==> config.mk <==
export PLATFORM = sky130hd
export DESIGN_NAME = ahb_lite_master_flat
export DESIGN_NICKNAME = d
export VERILOG_FILES = /design/src/rtl/ahb_lite_master_if.sv /design/src/rtl/ahb_lite_master.sv /design/src/flat_wrapper.sv
export SDC_FILE = /design/constraint.sdc
export NUM_CORES = 1
export LEC_CHECK = 0
export ABC_AREA = 0
export BUFFER_PORTS_ARGS = -buffer_cell sky130_fd_sc_hd__clkbuf_2
export CORE_MARGIN = 2
export CORE_UTILIZATION = 55
export CTS_CLUSTER_SIZE = 14
export DETAILED_ROUTE_END_ITERATION = 8
export PLACE_DENSITY = 0.95
export SYNTH_ARGS = -nofsm -noshare
export SYNTH_HDL_FRONTEND = slang
export SYNTH_SLANG_ARGS = --single-unit
==> constraint.sdc <==
create_clock -name HCLK -period 5.13 [get_ports HCLK]
set_input_delay 0.7695 -clock HCLK [delete_from_list [all_inputs] [get_ports HCLK]]
set_output_delay 0.7695 -clock HCLK [all_outputs]
set_load 0.005 [all_outputs]
==> src/rtl/ahb_lite_master_if.sv <==
// AHB-Lite bus signal bundle between the initiator and the system bus.
// The master modport drives address/control/write data; the slave modport returns data and response.
interface ahb_lite_master_if #(
    parameter int ADDR_WIDTH = 32,
    parameter int DATA_WIDTH = 32
);
    logic [ADDR_WIDTH-1:0] HADDR;
    logic [1:0]            HTRANS;
    logic                  HWRITE;
    logic [2:0]            HSIZE;
    logic [2:0]            HBURST;
    logic [3:0]            HPROT;
    logic [DATA_WIDTH-1:0] HWDATA;
    logic [DATA_WIDTH-1:0] HRDATA;
    logic                  HREADY;
    logic                  HRESP;

    modport master (
        output HADDR, HTRANS, HWRITE, HSIZE, HBURST, HPROT, HWDATA,
        input  HRDATA, HREADY, HRESP
    );

    modport slave (
        input  HADDR, HTRANS, HWRITE, HSIZE, HBURST, HPROT, HWDATA,
        output HRDATA, HREADY, HRESP
    );
endinterface

==> src/rtl/ahb_lite_master.sv <==
// AHB-Lite initiator: one command at a time, single or INCR burst, pipelined address/data phases,
// wait-state and two-cycle ERROR handling, beat-wise write-data pop and read-data strobe.
module ahb_lite_master #(
    parameter int DATA_WIDTH = 32,
    parameter int ADDR_WIDTH = 32,
    parameter int LEN_WIDTH  = 4
) (
    input  logic                  HCLK,
    input  logic                  HRESETn,
    input  logic                  cmd_valid,
    output logic                  cmd_ready,
    input  logic                  cmd_write,
    input  logic [ADDR_WIDTH-1:0] cmd_addr,
    input  logic [2:0]            cmd_size,
    input  logic [LEN_WIDTH-1:0]  cmd_len,
    input  logic [3:0]            cmd_prot,
    input  logic [DATA_WIDTH-1:0] wr_data,
    output logic                  wr_pop,
    output logic [DATA_WIDTH-1:0] rd_data,
    output logic                  rd_valid,
    output logic                  done,
    output logic                  err,
    ahb_lite_master_if.master     bus
);
    localparam logic [1:0] TRANS_IDLE   = 2'b00;
    localparam logic [1:0] TRANS_NONSEQ = 2'b10;
    localparam logic [1:0] TRANS_SEQ    = 2'b11;
    localparam logic [2:0] BURST_SINGLE = 3'b000;
    localparam logic [2:0] BURST_INCR   = 3'b001;
    localparam int         SPAN_W       = LEN_WIDTH + 12;

    typedef enum logic [2:0] {IDLE, ADDR, BURST, LAST, ERR1, ERR2} state_t;

    state_t               state;
    logic [LEN_WIDTH-1:0] addr_left;
    logic [SPAN_W-1:0]    span_end;
    logic                 misaligned;
    logic                 reject;

    // Byte offset just past the burst, relative to the start of its 1KB page.
    always_comb begin
        misaligned = 1'b0;
        case (cmd_size)
            3'd1:    misaligned = cmd_addr[0];
            3'd2:    misaligned = (cmd_addr[1:0] != 2'b00);
            default: misaligned = 1'b0;
        endcase
        span_end = SPAN_W'(cmd_addr[9:0])
                 + ((SPAN_W'(cmd_len) + SPAN_W'(1)) << cmd_size[1:0]);
        reject   = (cmd_size > 3'd2) || misaligned || (span_end > SPAN_W'(1024));
    end

    assign cmd_ready = (state == IDLE);
    // Write data is consumed on the edge its address phase completes; the source advances after it.
    assign wr_pop    = bus.HWRITE && bus.HREADY
                    && ((state == ADDR) || ((state == BURST) && !bus.HRESP));

    always_ff @(posedge HCLK or negedge HRESETn) begin
        if (!HRESETn) begin
            state      <= IDLE;
            addr_left  <= '0;
            bus.HADDR  <= '0;
            bus.HTRANS <= TRANS_IDLE;
            bus.HWRITE <= 1'b0;
            bus.HSIZE  <= '0;
            bus.HBURST <= '0;
            bus.HPROT  <= '0;
            bus.HWDATA <= '0;
            rd_data    <= '0;
            rd_valid   <= 1'b0;
            done       <= 1'b0;
            err        <= 1'b0;
        end else begin
            rd_valid <= 1'b0;
            done     <= 1'b0;
            err      <= 1'b0;
            case (state)
                IDLE: begin
                    if (cmd_valid) begin
                        if (reject) begin
                            done <= 1'b1;
                            err  <= 1'b1;
                        end else begin
                            bus.HADDR  <= cmd_addr;
                            bus.HTRANS <= TRANS_NONSEQ;
                            bus.HWRITE <= cmd_write;
                            bus.HSIZE  <= cmd_size;
                            bus.HBURST <= (cmd_len == '0) ? BURST_SINGLE : BURST_INCR;
                            bus.HPROT  <= cmd_prot;
                            addr_left  <= cmd_len;
                            state      <= ADDR;
                        end
                    end
                end
                ADDR, BURST: begin
                    // In BURST the previous beat's data phase overlaps the current address phase.
                    if ((state == BURST) && bus.HRESP) begin
                        bus.HTRANS <= TRANS_IDLE;
                        state      <= bus.HREADY ? ERR2 : ERR1;
                    end else if (bus.HREADY) begin
                        if ((state == BURST) && !bus.HWRITE) begin
                            rd_data  <= bus.HRDATA;
                            rd_valid <= 1'b1;
                        end
                        if (bus.HWRITE)
                            bus.HWDATA <= wr_data;
                        if (addr_left == '0) begin
                            bus.HTRANS <= TRANS_IDLE;
                            state      <= LAST;
                        end else begin
                            bus.HADDR  <= bus.HADDR + (ADDR_WIDTH'(1) << bus.HSIZE);
                            bus.HTRANS <= TRANS_SEQ;
                            addr_left  <= addr_left - LEN_WIDTH'(1);
                            state      <= BURST;
                        end
                    end
                end
                LAST: begin
                    if (bus.HRESP) begin
                        state <= bus.HREADY ? ERR2 : ERR1;
                    end else if (bus.HREADY) begin
                        if (!bus.HWRITE) begin
                            rd_data  <= bus.HRDATA;
                            rd_valid <= 1'b1;
                        end
                        done  <= 1'b1;
                        state <= IDLE;
                    end
                end
                ERR1: begin
                    if (bus.HREADY)
                        state <= ERR2;
                end
                ERR2: begin
                    done  <= 1'b1;
                    err   <= 1'b1;
                    state <= IDLE;
                end
                default: state <= IDLE;
            endcase
        end
    end
endmodule

==> src/flat_wrapper.sv <==
// flat-port wrapper written by rule: the top's interface ports become plain ports
module ahb_lite_master_flat 
#(
    parameter int DATA_WIDTH = 32,
    parameter int ADDR_WIDTH = 32,
    parameter int LEN_WIDTH  = 4
)
  (HCLK, HRESETn, cmd_valid, cmd_ready, cmd_write, cmd_addr, cmd_size, cmd_len, cmd_prot, wr_data, wr_pop, rd_data, rd_valid, done, err, bus_HADDR, bus_HTRANS, bus_HWRITE, bus_HSIZE, bus_HBURST, bus_HPROT, bus_HWDATA, bus_HRDATA, bus_HREADY, bus_HRESP);
  ahb_lite_master_if #(.ADDR_WIDTH(ADDR_WIDTH), .DATA_WIDTH(DATA_WIDTH)) bus_i ();
  input  logic HCLK;
  input  logic HRESETn;
  input  logic cmd_valid;
  output logic cmd_ready;
  input  logic cmd_write;
  input  logic [ADDR_WIDTH-1:0] cmd_addr;
  input  logic [2:0] cmd_size;
  input  logic [LEN_WIDTH-1:0] cmd_len;
  input  logic [3:0] cmd_prot;
  input  logic [DATA_WIDTH-1:0] wr_data;
  output logic wr_pop;
  output logic [DATA_WIDTH-1:0] rd_data;
  output logic rd_valid;
  output logic done;
  output logic err;
  output wire logic [$bits(bus_i.HADDR)-1:0] bus_HADDR;
  output wire logic [$bits(bus_i.HTRANS)-1:0] bus_HTRANS;
  output wire logic [$bits(bus_i.HWRITE)-1:0] bus_HWRITE;
  output wire logic [$bits(bus_i.HSIZE)-1:0] bus_HSIZE;
  output wire logic [$bits(bus_i.HBURST)-1:0] bus_HBURST;
  output wire logic [$bits(bus_i.HPROT)-1:0] bus_HPROT;
  output wire logic [$bits(bus_i.HWDATA)-1:0] bus_HWDATA;
  input wire logic [$bits(bus_i.HRDATA)-1:0] bus_HRDATA;
  input wire logic [$bits(bus_i.HREADY)-1:0] bus_HREADY;
  input wire logic [$bits(bus_i.HRESP)-1:0] bus_HRESP;
  assign bus_HADDR = bus_i.HADDR;
  assign bus_HTRANS = bus_i.HTRANS;
  assign bus_HWRITE = bus_i.HWRITE;
  assign bus_HSIZE = bus_i.HSIZE;
  assign bus_HBURST = bus_i.HBURST;
  assign bus_HPROT = bus_i.HPROT;
  assign bus_HWDATA = bus_i.HWDATA;
  assign bus_i.HRDATA = bus_HRDATA;
  assign bus_i.HREADY = bus_HREADY;
  assign bus_i.HRESP = bus_HRESP;
  ahb_lite_master #(.DATA_WIDTH(DATA_WIDTH), .ADDR_WIDTH(ADDR_WIDTH), .LEN_WIDTH(LEN_WIDTH)) u_core (.HCLK(HCLK), .HRESETn(HRESETn), .cmd_valid(cmd_valid), .cmd_ready(cmd_ready), .cmd_write(cmd_write), .cmd_addr(cmd_addr), .cmd_size(cmd_size), .cmd_len(cmd_len), .cmd_prot(cmd_prot), .wr_data(wr_data), .wr_pop(wr_pop), .rd_data(rd_data), .rd_valid(rd_valid), .done(done), .err(err), .bus(bus_i));
endmodule
; After elaboration in Yosys (flattened, before gate mapping)
; Cells that the tools add are included.
; Widths: inputs -> output; s select.
[totals]
ff_bits = 119
latch_bits = 0
ram_bits = 0
mem_bits_ro = 0
output_inout_bits = 114
n_memories = 0
[op_classes]
add_sub_neg = 4
mul = 0
n_div = 0
magnitude_cmp = 2
n_eq_ne = 19
shifts = 2
muxes = 50
bitwise_logic = 2
reduce_logical = 23
[op_table]
columns = operator, n
row1 = $mux 32, 11
row2 = $pmux 32 s2, 2
row3 = $add 32x32->32, 1
row4 = $shl 1x3->32 const A, 1
row5 = $mux 3, 7
row6 = $mux 4, 5
row7 = $ne 2x2->1 const B, 9
row8 = $add 10x16->16, 1
row9 = $gt 16x11->1 const B, 1
row10 = $shl 16x2->16, 1
row11 = $mux 1, 13
row12 = $pmux 3 s4, 1
row13 = $mux 2, 5
row14 = $eq 3x2->1 const B, 3
row15 = $logic_not 4->1, 2
row16 = $pmux 4 s2, 1
row17 = $reduce_and 4->1, 2
row18 = $reduce_and 7->1, 1
row19 = $eq 3x1->1 const B, 2
row20 = $eq 3x3->1 const B, 2
row21 = $pmux 1 s2, 3
row22 = $reduce_and 6->1, 1
row23 = $reduce_bool 2->1, 3
row24 = $add 4x1->5 const B, 1
row25 = other kinds (15), 23

; Logic depth before layout (Yosys ltp)
[logic_depth]
word_depth = 8
depth_mapped = 14

; Worst setup path before layout
; OpenSTA, ideal clock, no wires.
[synth_timing]
path_kind = in2reg
start = input port cmd_size[0]
end = register u_core.addr_left[1]
setup_ns = 0.127
arrival_time_ns = 3.887
required_time_ns = 5.003
path_slack_ns = 1.115
cell_stages = 13
path_buffers = 2
cell_sequence = buf_1 > mux2i_1 > or2_2 > inv_1 > ha_1 > a21o_1 > and4_1 > or3_1 > a2111o_1 > o31a_1 > o21ai_2 > buf_6 > mux2_1
[synth_via]
elab_chain_len = 6
word_cells_on_any_way = 11
cone_classes = add/sub: 1 / order compare: 2 / eq/ne: 3 / shift: 1 / mux: 1 / reduce/logical: 3
[synth_rtl]
columns = element, line
row1 = "start, declared", flat_wrapper.sv:16  ; input logic [2:0] cmd_size;
row2 = "$shl 16x2->16, or another cell as far along", ahb_lite_master.sv:49  ; + ((SPAN_W'(cmd_len) + SPAN_W'(1)) << cmd_size[1:0]);
row3 = $add 10x16->16 or $pmux 1 s2 (tied branches), "ahb_lite_master.sv:49, ahb_lite_master.sv:43"
row4 = $gt 16x11->1 or $logic_or 1x1->1 (tied branches), ahb_lite_master.sv:50  ; reject = (cmd_size > 3'd2) || misaligned || (span_end > SPAN_W'(1024));
row5 = $logic_or 1x1->1 *, ahb_lite_master.sv:50
row6 = $ne 2x2->1 (no line) *, n/a
row7 = $reduce_and 6->1 (no line) *, n/a
row8 = "end signal, assigned", ahb_lite_master.sv:90  ; addr_left <= cmd_len;
row9 = "end signal, assigned", ahb_lite_master.sv:113  ; addr_left <= addr_left - LEN_WIDTH'(1);
row10 = "end, declared", ahb_lite_master.sv:35  ; logic [LEN_WIDTH-1:0] addr_left;
; Mark *: on every way between the ends. The rest lies on a longest branch, timed or not.
; A chain may end at the register's enable or synchronous reset.

; Worst setup path after layout
[layout_timing]
start = input port cmd_len[0]
end = register u_core.bus.HADDR[0]
[layout_via]
elab_chain_len = 7
[layout_rtl]
columns = element, line
row1 = "start, declared", flat_wrapper.sv:17  ; input logic [LEN_WIDTH-1:0] cmd_len;
row2 = $add 4x1->5, ahb_lite_master.sv:49
row3 = $shl 16x2->16, ahb_lite_master.sv:49
row4 = $add 10x16->16, ahb_lite_master.sv:49
row5 = $gt 16x11->1, ahb_lite_master.sv:50
row6 = $logic_or 1x1->1, ahb_lite_master.sv:50
row7 = $ne 2x2->1 (no line), n/a
row8 = $reduce_and 6->1 (no line), n/a
row9 = "end signal, assigned", ahb_lite_master.sv:84  ; bus.HADDR <= cmd_addr;
row10 = "end signal, assigned", ahb_lite_master.sv:111  ; bus.HADDR <= bus.HADDR + (ADDR_WIDTH'(1) << bus.HSIZE);
row11 = "end, declared", ahb_lite_master_if.sv:19  ; output HADDR, HTRANS, HWRITE, HSIZE, HBURST, HPROT, HWDATA,
; Every way passes these cells.

==> flow_summary_export.csv <==
group,metric,value,unit
run_status,status,"finished, final reports clean",
route,dr.pass1.iters,5,
logic_synthesis,async_reset_ff_share,100,%
worst_setup_path,crit_chain,"clkbuf_2 -> inv_1 -> ha_1 -> mux2i_1 -> or2_2 -> inv_1 -> ha_1 -> a21o_1 -> and4_1 -> or3_1 -> a2111o_1 -> o31a_1 -> o21ai_2 -> mux2_2",
cells_and_area,drive_gt1_share,40.4,%
route,drcViolationCount,0,
placement,gp_congestion,0.939,
worst_setup_path,required,5.43,ns
global_route,grt_max_degree,67,
sta,tightest_slew,1.09,ns
logic_synthesis,syn_inst,634,
clocking,post_cts_resized,0,
global_route,grtUsageTotal,30.8,%
cells_and_area,diodes,0,
worst_setup_path,worstSetupPathType,"in -> reg",
cells_and_area,layout_common_cells,"clkbuf_2 (223), dfrtp_1 (117), mux2_2 (71)",
placement,place_ws,0.520,ns
sta,finalWorstSetupSlack,0.893,ns
die,num_rows,39,
worst_setup_path,arrival,4.54,ns
sta,grt_setup_unrepaired,"false",
cells_and_area,design_area,8270,um2
logic_synthesis,synth.yosys.seq_area_share,45.1,%
worst_setup_path,rr_worst_depth,10,
die,ios,227,
logic_synthesis,yosys_most_used_dff,"dfrtp_1",
logic_synthesis,syn-mean-instance-area,10.2,um2
clocking,cts_tree,"built",
worst_setup_path,slowest_stage,"o21ai_2",
route,drtIter0Drc,747,
sta,setup_viol,0,
clocking,insertion_delay,0.42,ns
die,core-area,11500,um2
pwr,power_leakage,4.00,nW
logic_synthesis,netlist_area,6490,um2
die,die_w,113,um
clocking,cts_made_buffers,17,
worst_setup_path,slowest_delay,0.56,ns
worst_setup_path,start_kind,"input port",
clocking,cts_buffer_depth,2,
logic_synthesis,yosys.cell_types.count,66,
global_route,grt_pass1_vias,5925,
global_route,antenna_found_initial,0,
sta,max_clock_freq,236,MHz
route,wl,19300,um
global_route,grt_pass1_wl,30600,um
placement,io_buffers,224,
worst_setup_path,reg2reg_from,"u_core.bus.HSIZE[0]",
clocking,cts-root-buf,"clkbuf_16",
pwr,p_per_area,598,nW/um2
pwr,vdd_drop_max,0.398,mV
clocking,cts.reportedPaths.clkPinSlew,0.06,ns
global_route,overflow,0,
worst_setup_path,critPathMaxFanout,11,
job,drv_cap,0,
clocking,clock_sinks,117,
die,start_util,56.6,%
logic_synthesis,synth_edf_count,0,
logic_synthesis,synth_warnings,0,
sta,setup_tns,0,ns
die,fp.dieArea,12700,um2
sta,holdWs,0.462,ns
sta,hold_viol,0,
route,vias_per_cell,6.08,
worst_setup_path,critPathCaptureType,"register",
worst_setup_path,startpoint,"cmd_len[0]",
min_path,hold_class,"in -> async",
sta,min_period,4.24,ns
placement,dp_hpwl,13800,um
worst_setup_path,endpoint,"u_core.bus.HADDR[0]",
worst_setup_path,rrSetupSlack,1.69,ns
worst_setup_path,r2r_end,"u_core.bus.HADDR[29]",
route,num_vias,6113,
sta,relSlewSlack,27.6,%
route,drtAntennaViolNets,0,
clocking,postCtsSetupRepairBufs,0,
cells_and_area,layout-area-overhead-vs-synth,27.3,%
cells_and_area,nNetsFinal,983,
logic_synthesis,synth_seq_cells,117,
pwr,power.total,4.94,mW
sta,post-route-period-util,82.6,%
die,die_h,113,um
route,wl_per_cell,19.2,um
clocking,htreeDepth,4,
cells_and_area,final_common_cell,"clkbuf_2",
sta,skew,0.00465,ns
clocking,cts_hold_buffers,0,
placement,place_area,7700,um2
sta,finalMaxSlewViolations,0,
==> per-layer routing <==
layer,wire length (um),global-route usage [%]
met3,1810,9.13
met5,0,0
met2,9510,51.7
met1,7290,37.0
met4,667,12.8
==> worst min path at each step <==
stage                                      from                    end  slack (ns)
final                                   HRESETn    u_core.bus.HSIZE[2]        0.46
after global routing      u_core.bus.HWDATA[12]  u_core.bus.HWDATA[12]        0.52
after CTS                               HRESETn    u_core.bus.HSIZE[2]        0.49
after detailed placement   u_core.bus.HWDATA[6]   u_core.bus.HWDATA[6]        0.50
after global placement     u_core.bus.HWDATA[1]   u_core.bus.HWDATA[1]        0.49
after floorplan                         HRESETn    u_core.addr_left[0]        0.47
==> cell type report <==
type                            instances  area (um2)
Sequential cell                       117        2930
Clock inverter                         14         129
Timing Repair Buffer                  231        1180
Clock buffer                           18         439
Inverter                               16        60.1
Multi-Input combinational cell        466        3360
Fill cell                             846        3200
Tap cell                              143         179
==> power by group <==
group          internal [mW]  switching (mW)  total [mW]
combinational          0.987            1.06        2.05
sequential              1.35           0.406        1.76
clock                  0.680           0.456        1.14
==> kinds of logic after synthesis <==
| family | after synthesis | synth area share, % |
|---|---|---|
| compound gates | 169 | 17.0 |
| xor+xnor | 11 | 1.48 |
| fa+ha+maj | 21 | 4.28 |
| buf+inv | 52 | 3.39 |
| flops | 117 | 45.1 |
| mux | 86 | 14.8 |
| other cells | 1 | 0.0578 |
| simple gates | 177 | 13.9 |
==> through the flow <==
| step | instances | util, % |
|---|---|---|
| floorplan | 635 | - |
| global placement | 973 | 67.1 |
| detailed placement | 973 | 67.1 |
| CTS | 1005 | 72.1 |
| global route | 1005 | 72.1 |
| finish | 1005 | 72.1 |
==> synthesized netlist by cell type (3+ instances only) <==
cell type	n	share of area, %
nor3_1	13	1.0
nand2_1	41	2.4
a32o_1	3	0.46
nor2b_1	7	0.67
xnor2_1	4	0.54
o21ai_0	44	3.4
nor2_1	44	2.5
mux2_2	71	12
mux2_1	7	1.2
and4_1	3	0.40
a21oi_1	34	2.6
clkbuf_1	24	1.4
ha_1	19	3.7
and3_1	7	0.67
a211oi_1	3	0.35
a21o_1	5	0.58
buf_1	5	0.29
or2_2	3	0.29
o31ai_1	3	0.35
inv_1	16	0.93
buf_4	4	0.46
a22oi_1	7	0.81
nor4_1	4	0.39
nand3b_1	5	0.58
nand4_1	9	0.87
o31a_1	4	0.54
nor3b_1	6	0.69
a31oi_1	15	1.4
a32oi_1	4	0.54
nand3_1	11	0.85
or3_1	5	0.48
o32a_1	5	0.77
xor2_1	7	0.94
dfrtp_1	117	45
nand2b_1	6	0.58
o211ai_1	5	0.58
and2_1	6	0.58
o22ai_1	14	1.3
mux2i_1	8	1.2
==> flip-flops by register name, indices dropped and copies added (netlist names), 2 cells and up <==
register / flops
u_core.bus.HADDR: 32
u_core.bus.HWDATA: 32
u_core.rd_data: 32
u_core.addr_left: 4
u_core.bus.HPROT: 4
u_core.bus.HSIZE: 3
u_core.state: 3
u_core.bus.HTRANS: 2
==> worst max-delay path, delay by kind of cell <==
family          cells  cell delay [ns]
compound gates      4             1.60
fa+ha+maj           2             0.51
buf+inv             3             0.30
mux                 2             0.49
simple gates        3             0.84
No activity file was read; power rests on OpenSTA's default activity.
